`config.mk`:
```
export PLATFORM = sky130hd
export DESIGN_NAME = param_pc_uop_sequencer
export DESIGN_NICKNAME = d
export VERILOG_FILES = /design/src/rtl/param_pc_uop_sequencer.sv
export SDC_FILE = /design/constraint.sdc
export NUM_CORES = 1
export LEC_CHECK = 0
export BUFFER_PORTS_ARGS = -buffer_cell sky130_fd_sc_hd__buf_2
export CORE_ASPECT_RATIO = 0.75
export CORE_MARGIN = 5
export CORE_UTILIZATION = 29
export DETAILED_ROUTE_END_ITERATION = 10
export SLEW_MARGIN = 10
export SYNTH_ARGS = -nofsm -noshare
export SYNTH_HDL_FRONTEND = slang
export SYNTH_SLANG_ARGS = --single-unit
```
`constraint.sdc`:
```
create_clock -name clk -period 2.2 [get_ports clk]
set_clock_uncertainty 0.2 [all_clocks]
set_input_delay 0.33 -clock clk [delete_from_list [all_inputs] [get_ports clk]]
set_output_delay 0.33 -clock clk [all_outputs]
set_load 0.01 [all_outputs]
```
`src/rtl/param_pc_uop_sequencer.sv`:
```
// -----------------------------------------------------------------------------
// param_pc_uop_sequencer
//
// Micro-op sequencer for the nibble-serial PC computation datapath. Decode
// hands over one control-flow class per instruction; the sequencer then drives
// every select and enable of the datapath, cycle by cycle:
//   - TGT    : C_N_OFF nibble cycles serialising the target address into the
//              address deserialising register.
//   - CMP    : C_N_OFF nibble cycles of serial branch-condition evaluation
//              (branches only).
//   - COMMIT : a single cycle on which pc is updated.
//
// Optional feature macro: PC_SEQ_MISALIGN_CHECK_EN
//   When defined, bits [1:0] of the first target nibble are captured. A
//   redirect to a misaligned target is suppressed at COMMIT and misalign_exc
//   pulses instead. When undefined, misalign_exc is tied to 0.
//
// Handshake: decode holds req_val/req_type; a request is accepted on a rising
// clk edge where req_val && req_rdy. req_rdy is high only in IDLE, and is
// dropped while stall or kill is asserted so no request is taken on a frozen
// or squashed cycle. resp_val pulses for one cycle when a sequence commits.
//
// Ports:
//   clk, reset_n              clock, asynchronous active-low reset
//   req_val, req_rdy          request handshake from decode
//   req_type[1:0]             00 seq, 01 branch, 10 jal, 11 jalr
//   stall                     freeze state/counter, gate advancing controls
//   kill                      squash the in-flight sequence (beats stall)
//   br_cond_Xhl               serial compare result, valid on last CMP nibble
//   alu_nibble_lo_Xhl[1:0]    low bits of ALU nibble (misalignment check only)
//   last_uop_Xhl              commit micro-op, pc updates this cycle
//   pc_mux_sel_Xhl            select redirect target on commit
//   b_use_imm_reg_Xhl         address register holds a valid target
//   pc_plus4_mux_sel_Xhl      PC+4 nibble stream select (kept 0: PC stream)
//   a_mux_sel_Xhl             ALU A operand: 1 = PC nibble, 0 = rs1 nibble
//   shift_dir_sel_Xhl         address register fill direction (0 = LSB first)
//   addr_reg_en_Xhl           advance/capture address register
//   resp_val                  one-cycle completion pulse
//   misalign_exc              one-cycle misaligned-redirect pulse
//   state_dbg[1:0]            current FSM state (0 IDLE,1 TGT,2 CMP,3 COMMIT)
// -----------------------------------------------------------------------------
module param_pc_uop_sequencer #(
    parameter int P_NBITS   = 4,
    parameter int C_N_OFF   = 8,
    parameter int C_OFFBITS = 3
) (
    input  logic       clk,
    input  logic       reset_n,
    input  logic       req_val,
    output logic       req_rdy,
    input  logic [1:0] req_type,
    input  logic       stall,
    input  logic       kill,
    input  logic       br_cond_Xhl,
    input  logic [1:0] alu_nibble_lo_Xhl,
    output logic       last_uop_Xhl,
    output logic       pc_mux_sel_Xhl,
    output logic       b_use_imm_reg_Xhl,
    output logic       pc_plus4_mux_sel_Xhl,
    output logic       a_mux_sel_Xhl,
    output logic       shift_dir_sel_Xhl,
    output logic       addr_reg_en_Xhl,
    output logic       resp_val,
    output logic       misalign_exc,
    output logic [1:0] state_dbg
);

    // Word width is fixed by the slice width and nibble count; it is not
    // needed by the control logic itself.
    localparam int unused_word_bits = P_NBITS * C_N_OFF;

    localparam logic [C_OFFBITS-1:0] CNT_LAST = C_OFFBITS'(C_N_OFF - 1);
    localparam logic [C_OFFBITS-1:0] CNT_ONE  = C_OFFBITS'(1);

    localparam logic [1:0] T_SEQ  = 2'b00;
    localparam logic [1:0] T_BR   = 2'b01;
    localparam logic [1:0] T_JALR = 2'b11;

    typedef enum logic [1:0] {
        S_IDLE   = 2'd0,
        S_TGT    = 2'd1,
        S_CMP    = 2'd2,
        S_COMMIT = 2'd3
    } state_t;

    state_t                 state_q;
    state_t                 state_d;
    logic [C_OFFBITS-1:0]   cnt_q;
    logic [1:0]             type_q;
    logic                   taken_q;
    logic                   misaligned;

    // Any cycle on which the datapath must not advance.
    logic gate_off;
    logic accept;
    logic advance;
    logic cnt_last;
    logic redirect;
    logic suppress;

    assign gate_off = stall | kill;
    assign accept   = (state_q == S_IDLE) & req_val & ~gate_off;
    assign advance  = ~gate_off;
    assign cnt_last = (cnt_q == CNT_LAST);

    assign state_dbg = state_q;

    // ---------------------------------------------------------------- state
    always_ff @(posedge clk or negedge reset_n) begin
        if (!reset_n) begin
            state_q <= S_IDLE;
        end else begin
            state_q <= state_d;
        end
    end

    always_comb begin
        state_d = state_q;
        if (kill) begin
            state_d = S_IDLE;
        end else if (!stall) begin
            case (state_q)
                S_IDLE: begin
                    if (req_val) begin
                        state_d = (req_type == T_SEQ) ? S_COMMIT : S_TGT;
                    end
                end
                S_TGT: begin
                    if (cnt_last) begin
                        state_d = (type_q == T_BR) ? S_CMP : S_COMMIT;
                    end
                end
                S_CMP: begin
                    if (cnt_last) begin
                        state_d = S_COMMIT;
                    end
                end
                S_COMMIT: begin
                    state_d = S_IDLE;
                end
                default: begin
                    state_d = S_IDLE;
                end
            endcase
        end
    end

    // ------------------------------------------------------ nibble counter
    // The counter wraps from CNT_LAST to 0 naturally, which lines up with the
    // TGT->CMP hand-over so CMP also starts at nibble 0.
    always_ff @(posedge clk or negedge reset_n) begin
        if (!reset_n) begin
            cnt_q <= '0;
        end else if (kill || accept) begin
            cnt_q <= '0;
        end else if (advance && (state_q == S_TGT || state_q == S_CMP)) begin
            cnt_q <= cnt_q + CNT_ONE;
        end
    end

    // ---------------------------------------------- request class and taken
    always_ff @(posedge clk or negedge reset_n) begin
        if (!reset_n) begin
            type_q  <= T_SEQ;
            taken_q <= 1'b0;
        end else if (accept) begin
            type_q  <= req_type;
            taken_q <= 1'b0;
        end else if (advance && state_q == S_CMP && cnt_last) begin
            taken_q <= br_cond_Xhl;
        end
    end

`ifdef PC_SEQ_MISALIGN_CHECK_EN
    // Low two bits of the first target nibble decide alignment of the
    // whole target; later nibbles carry higher address bits.
    logic misaligned_q;

    always_ff @(posedge clk or negedge reset_n) begin
        if (!reset_n) begin
            misaligned_q <= 1'b0;
        end else if (accept) begin
            misaligned_q <= 1'b0;
        end else if (advance && state_q == S_TGT && cnt_q == '0) begin
            misaligned_q <= (alu_nibble_lo_Xhl != 2'b00);
        end
    end

    assign misaligned = misaligned_q;
`else
    logic unused_alu_nibble;

    assign unused_alu_nibble = ^alu_nibble_lo_Xhl;
    assign misaligned        = 1'b0;
`endif

    // Redirect decision for the commit cycle.
    always_comb begin
        case (type_q)
            T_SEQ:   redirect = 1'b0;
            T_BR:    redirect = taken_q;
            default: redirect = 1'b1;
        endcase
    end

    assign suppress = redirect & misaligned;

    // ------------------------------------------------------------- outputs
    // Selects are Moore; the enables that move the datapath (and the
    // completion pulses) are additionally gated by stall/kill.
    always_comb begin
        req_rdy              = 1'b0;
        last_uop_Xhl         = 1'b0;
        pc_mux_sel_Xhl       = 1'b0;
        b_use_imm_reg_Xhl    = 1'b0;
        pc_plus4_mux_sel_Xhl = 1'b0;
        a_mux_sel_Xhl        = 1'b0;
        shift_dir_sel_Xhl    = 1'b0;
        addr_reg_en_Xhl      = 1'b0;
        resp_val             = 1'b0;
        misalign_exc         = 1'b0;
        case (state_q)
            S_IDLE: begin
                req_rdy = ~gate_off;
            end
            S_TGT: begin
                // pc_plus4_mux_sel stays 0 so the PC shift register rotates.
                addr_reg_en_Xhl = advance;
                a_mux_sel_Xhl   = advance & (type_q != T_JALR);
            end
            S_CMP: begin
                a_mux_sel_Xhl   = 1'b0;
                addr_reg_en_Xhl = 1'b0;
            end
            S_COMMIT: begin
                pc_mux_sel_Xhl    = redirect & ~suppress;
                b_use_imm_reg_Xhl = redirect & ~suppress;
                last_uop_Xhl      = advance & ~suppress;
                resp_val          = advance;
                misalign_exc      = advance & suppress;
            end
            default: begin
                req_rdy = 1'b0;
            end
        endcase
    end

endmodule

```
==> qor.txt <==
Sw Ratio: 36.3%
RSZ-0062 raised after global routing: no
Avg WL per Cell: 12.2 um
# DRC: 0
Int Pwr: 316 uW
syn avg cell area: 10.2 um2
Die X: 62.2 um
antenna violations before repair: 0
status: complete, no violations
I/O Buffers: 16
setup_tns: 0 ns
clock share of power: 23.8%
Rows: 14
most frequent cells in the layout: buf_2, dfrtp_1, ha_1
Initial Utilization: 30.0%
number of global-route vias before repair: 482
Overall Power: 495 uW
CTS tree: built
Leak: 0.000373 uW
final setup violating endpoints: 0
vias per inst: 4.67
Fmax: 0.498 GHz
combinational power share: 36.2%
full die area: 3060 um2
first-pass GRT wire length: 2210 um
commonest non-fill, non-tap cell in the layout: buf_2
largest net degree at the start of global routing: 9
crit path DAT: 1.48 ns
met3 Use GR: 5.07%
post-synthesis sequential area ratio: 33.8%
Worst-path clk slew: 0.06 ns
antenna-violating nets left: 0
share of cells above drive strength 1: 32.0%
Peak VDD IR: 447 uV
detailed placer's ending HPWL: 991 um
design area: 708 um2
Crit. End Element: output port
max-capacitance violation count: 0
pwr dens: 700 nW/um2
Slew Limit Fails: 0
CTS root buffer: clkbuf_4
top-area cell type share of the netlist area: 33.8%
Post-Place Worst Slack: 0.431 ns
H-tree Lvls: 1
CP Class: reg2out
crit start category: register
crit-path max FO: 6
Post-Synthesis Cell Area: 593 um2
final WL: 1200 um
Worst Slack Setup Final: 0.191 ns
grt peak-use layer: met2
# diodes: 0
total track usage: 8.94%
top cell type by total area after synthesis: dfrtp_1
core area: 1980 um2
fin crit period: 2.01 ns
Synthesis Warnings: 0
Layout Utilization: 35.8%
sequential power share: 40.0%
post-CTS setup buffer count: 0
Clk Latency, worst-skew pair: 0.26 ns
Critical Path RT: 1.67 ns
M2 GR Usage: 12.9%
Clock Path Buffers: 2
number of synthesized register bits: 8
placed cell areas: 673 um2
switching power: 180 uW
top post-synthesis cells by area: dfrtp_1, ha_1, buf_4
synth unique cells: 26
Hold/Removal Path Class: in2reg
via count: 462
clock sink count: 8
number of buffers created by CTS: 3
met1 usage: 11.8%
period utilisation layout: 91.3%
Pre-antenna DRT Iters: 4
Final GP Congestion: 0.756
final net count: 94
initial drt markers: 11
die height: 49.2 um
Synth Instances: 58
Layout area overhead: 19.4%
Final Hold Viols: 0
Ports: 22
GRT overflow: 0
kinds of logic (layout without fill, tap and decap cells):
| group | after synthesis | after routing | share of synthesized area [%] |
|---|---|---|---|
| simple gates | 17 | 17 | 16.0 |
| flops | 8 | 8 | 33.8 |
| other cells | 1 | 3 | 0.632 |
| xor+xnor | 1 | 1 | 1.48 |
| fa+ha+maj | 7 | 7 | 14.8 |
| mux | 5 | 5 | 8.86 |
| buf+inv | 8 | 23 | 8.23 |
| compound gates | 11 | 11 | 16.2 |
repair_timing:
action                                  4_1_cts  5_1_grt
resized for setup                             0        1
endpoints found under the hold margin         8        0
endpoints found under the setup margin        0        1
hold buffers                                  1        0
power groups by stage:
stage	combinational [uW]	sequential (uW)	clock [uW]
2_1_floorplan	132	196	0
3_3_place_gp	174	200	0
3_5_place_dp	178	200	0
4_1_cts	179	198	121
5_1_grt	200	202	133
6_report	179	198	118
per-stage QoR:
stage               hold slack (ns)  cells
finish                        0.108     99
global route                  0.105     99
CTS                           0.101     99
detailed placement         -0.00928     95
global placement            -0.0107     95
floorplan                    -0.166     60
synthesized netlist by cell type, drive strengths merged:
library cell  n
a31oi         1
mux2          2
o21bai        2
a21oi         2
xor2          1
nand2         2
nor2          5
nand4         1
buf           5
a211oi        2
nor2b         1
and3          1
mux2i         3
ha            7
conb          1
dfrtp         8
o31ai         1
and2          3
a21boi        1
nor3          1
o2111ai       1
a221oi        1
inv           3
nand2b        3
critical path, stage by stage (launching register included):
cell	delay, ns
dfrtp_1	0.43
inv_1	0.13
ha_2	0.23
and2_1	0.15
a21boi_1	0.14
buf_2	0.14
state kept, by name, summed over array words and instances, names as in the netlist:
| name | flops |
|---|---|
| type_q | 2 |
| cnt_q | 3 |
| state_dbg | 2 |
| taken_q | 1 |
area by class of cell:
type                            count  area [um2]
Timing Repair Buffer               17        90.1
Clock buffer                        3        22.5
Tap cell                           24        30.0
Multi-Input combinational cell     44         354
Sequential cell                     8         200
Fill cell                         214        1270
Inverter                            3        11.3
worst paths after layout:
| path | startpoint | to | slack, ns | cells past startpoint |
|---|---|---|---|---|
| max | state_dbg[1]$_DFFE_PN0P_ | a_mux_sel_Xhl | 0.19 | 5 |
| min | kill | state_dbg[0]$_DFFE_PN0P_ | 0.11 | 2 |
| max reg2reg | state_dbg[0]$_DFFE_PN0P_ | type_q[0]$_DFFE_PN0P_ | 0.42 | 5 |
| min reg2reg | cnt_q[2]$_DFFE_PN0P_ | cnt_q[2]$_DFFE_PN0P_ | 0.34 | 2 |
| max in group asynchronous | reset_n | type_q[0]$_DFFE_PN0P_ | 1.37 | 2 |
| min in group asynchronous | reset_n | cnt_q[0]$_DFFE_PN0P_ | 0.25 | 2 |
metal layers:
metal	share of wire, %	wire [um]
met1	49	585
met3	10	125
met4	0	0
met5	0	0
met2	41	493
(Power assumes the default switching activity.)
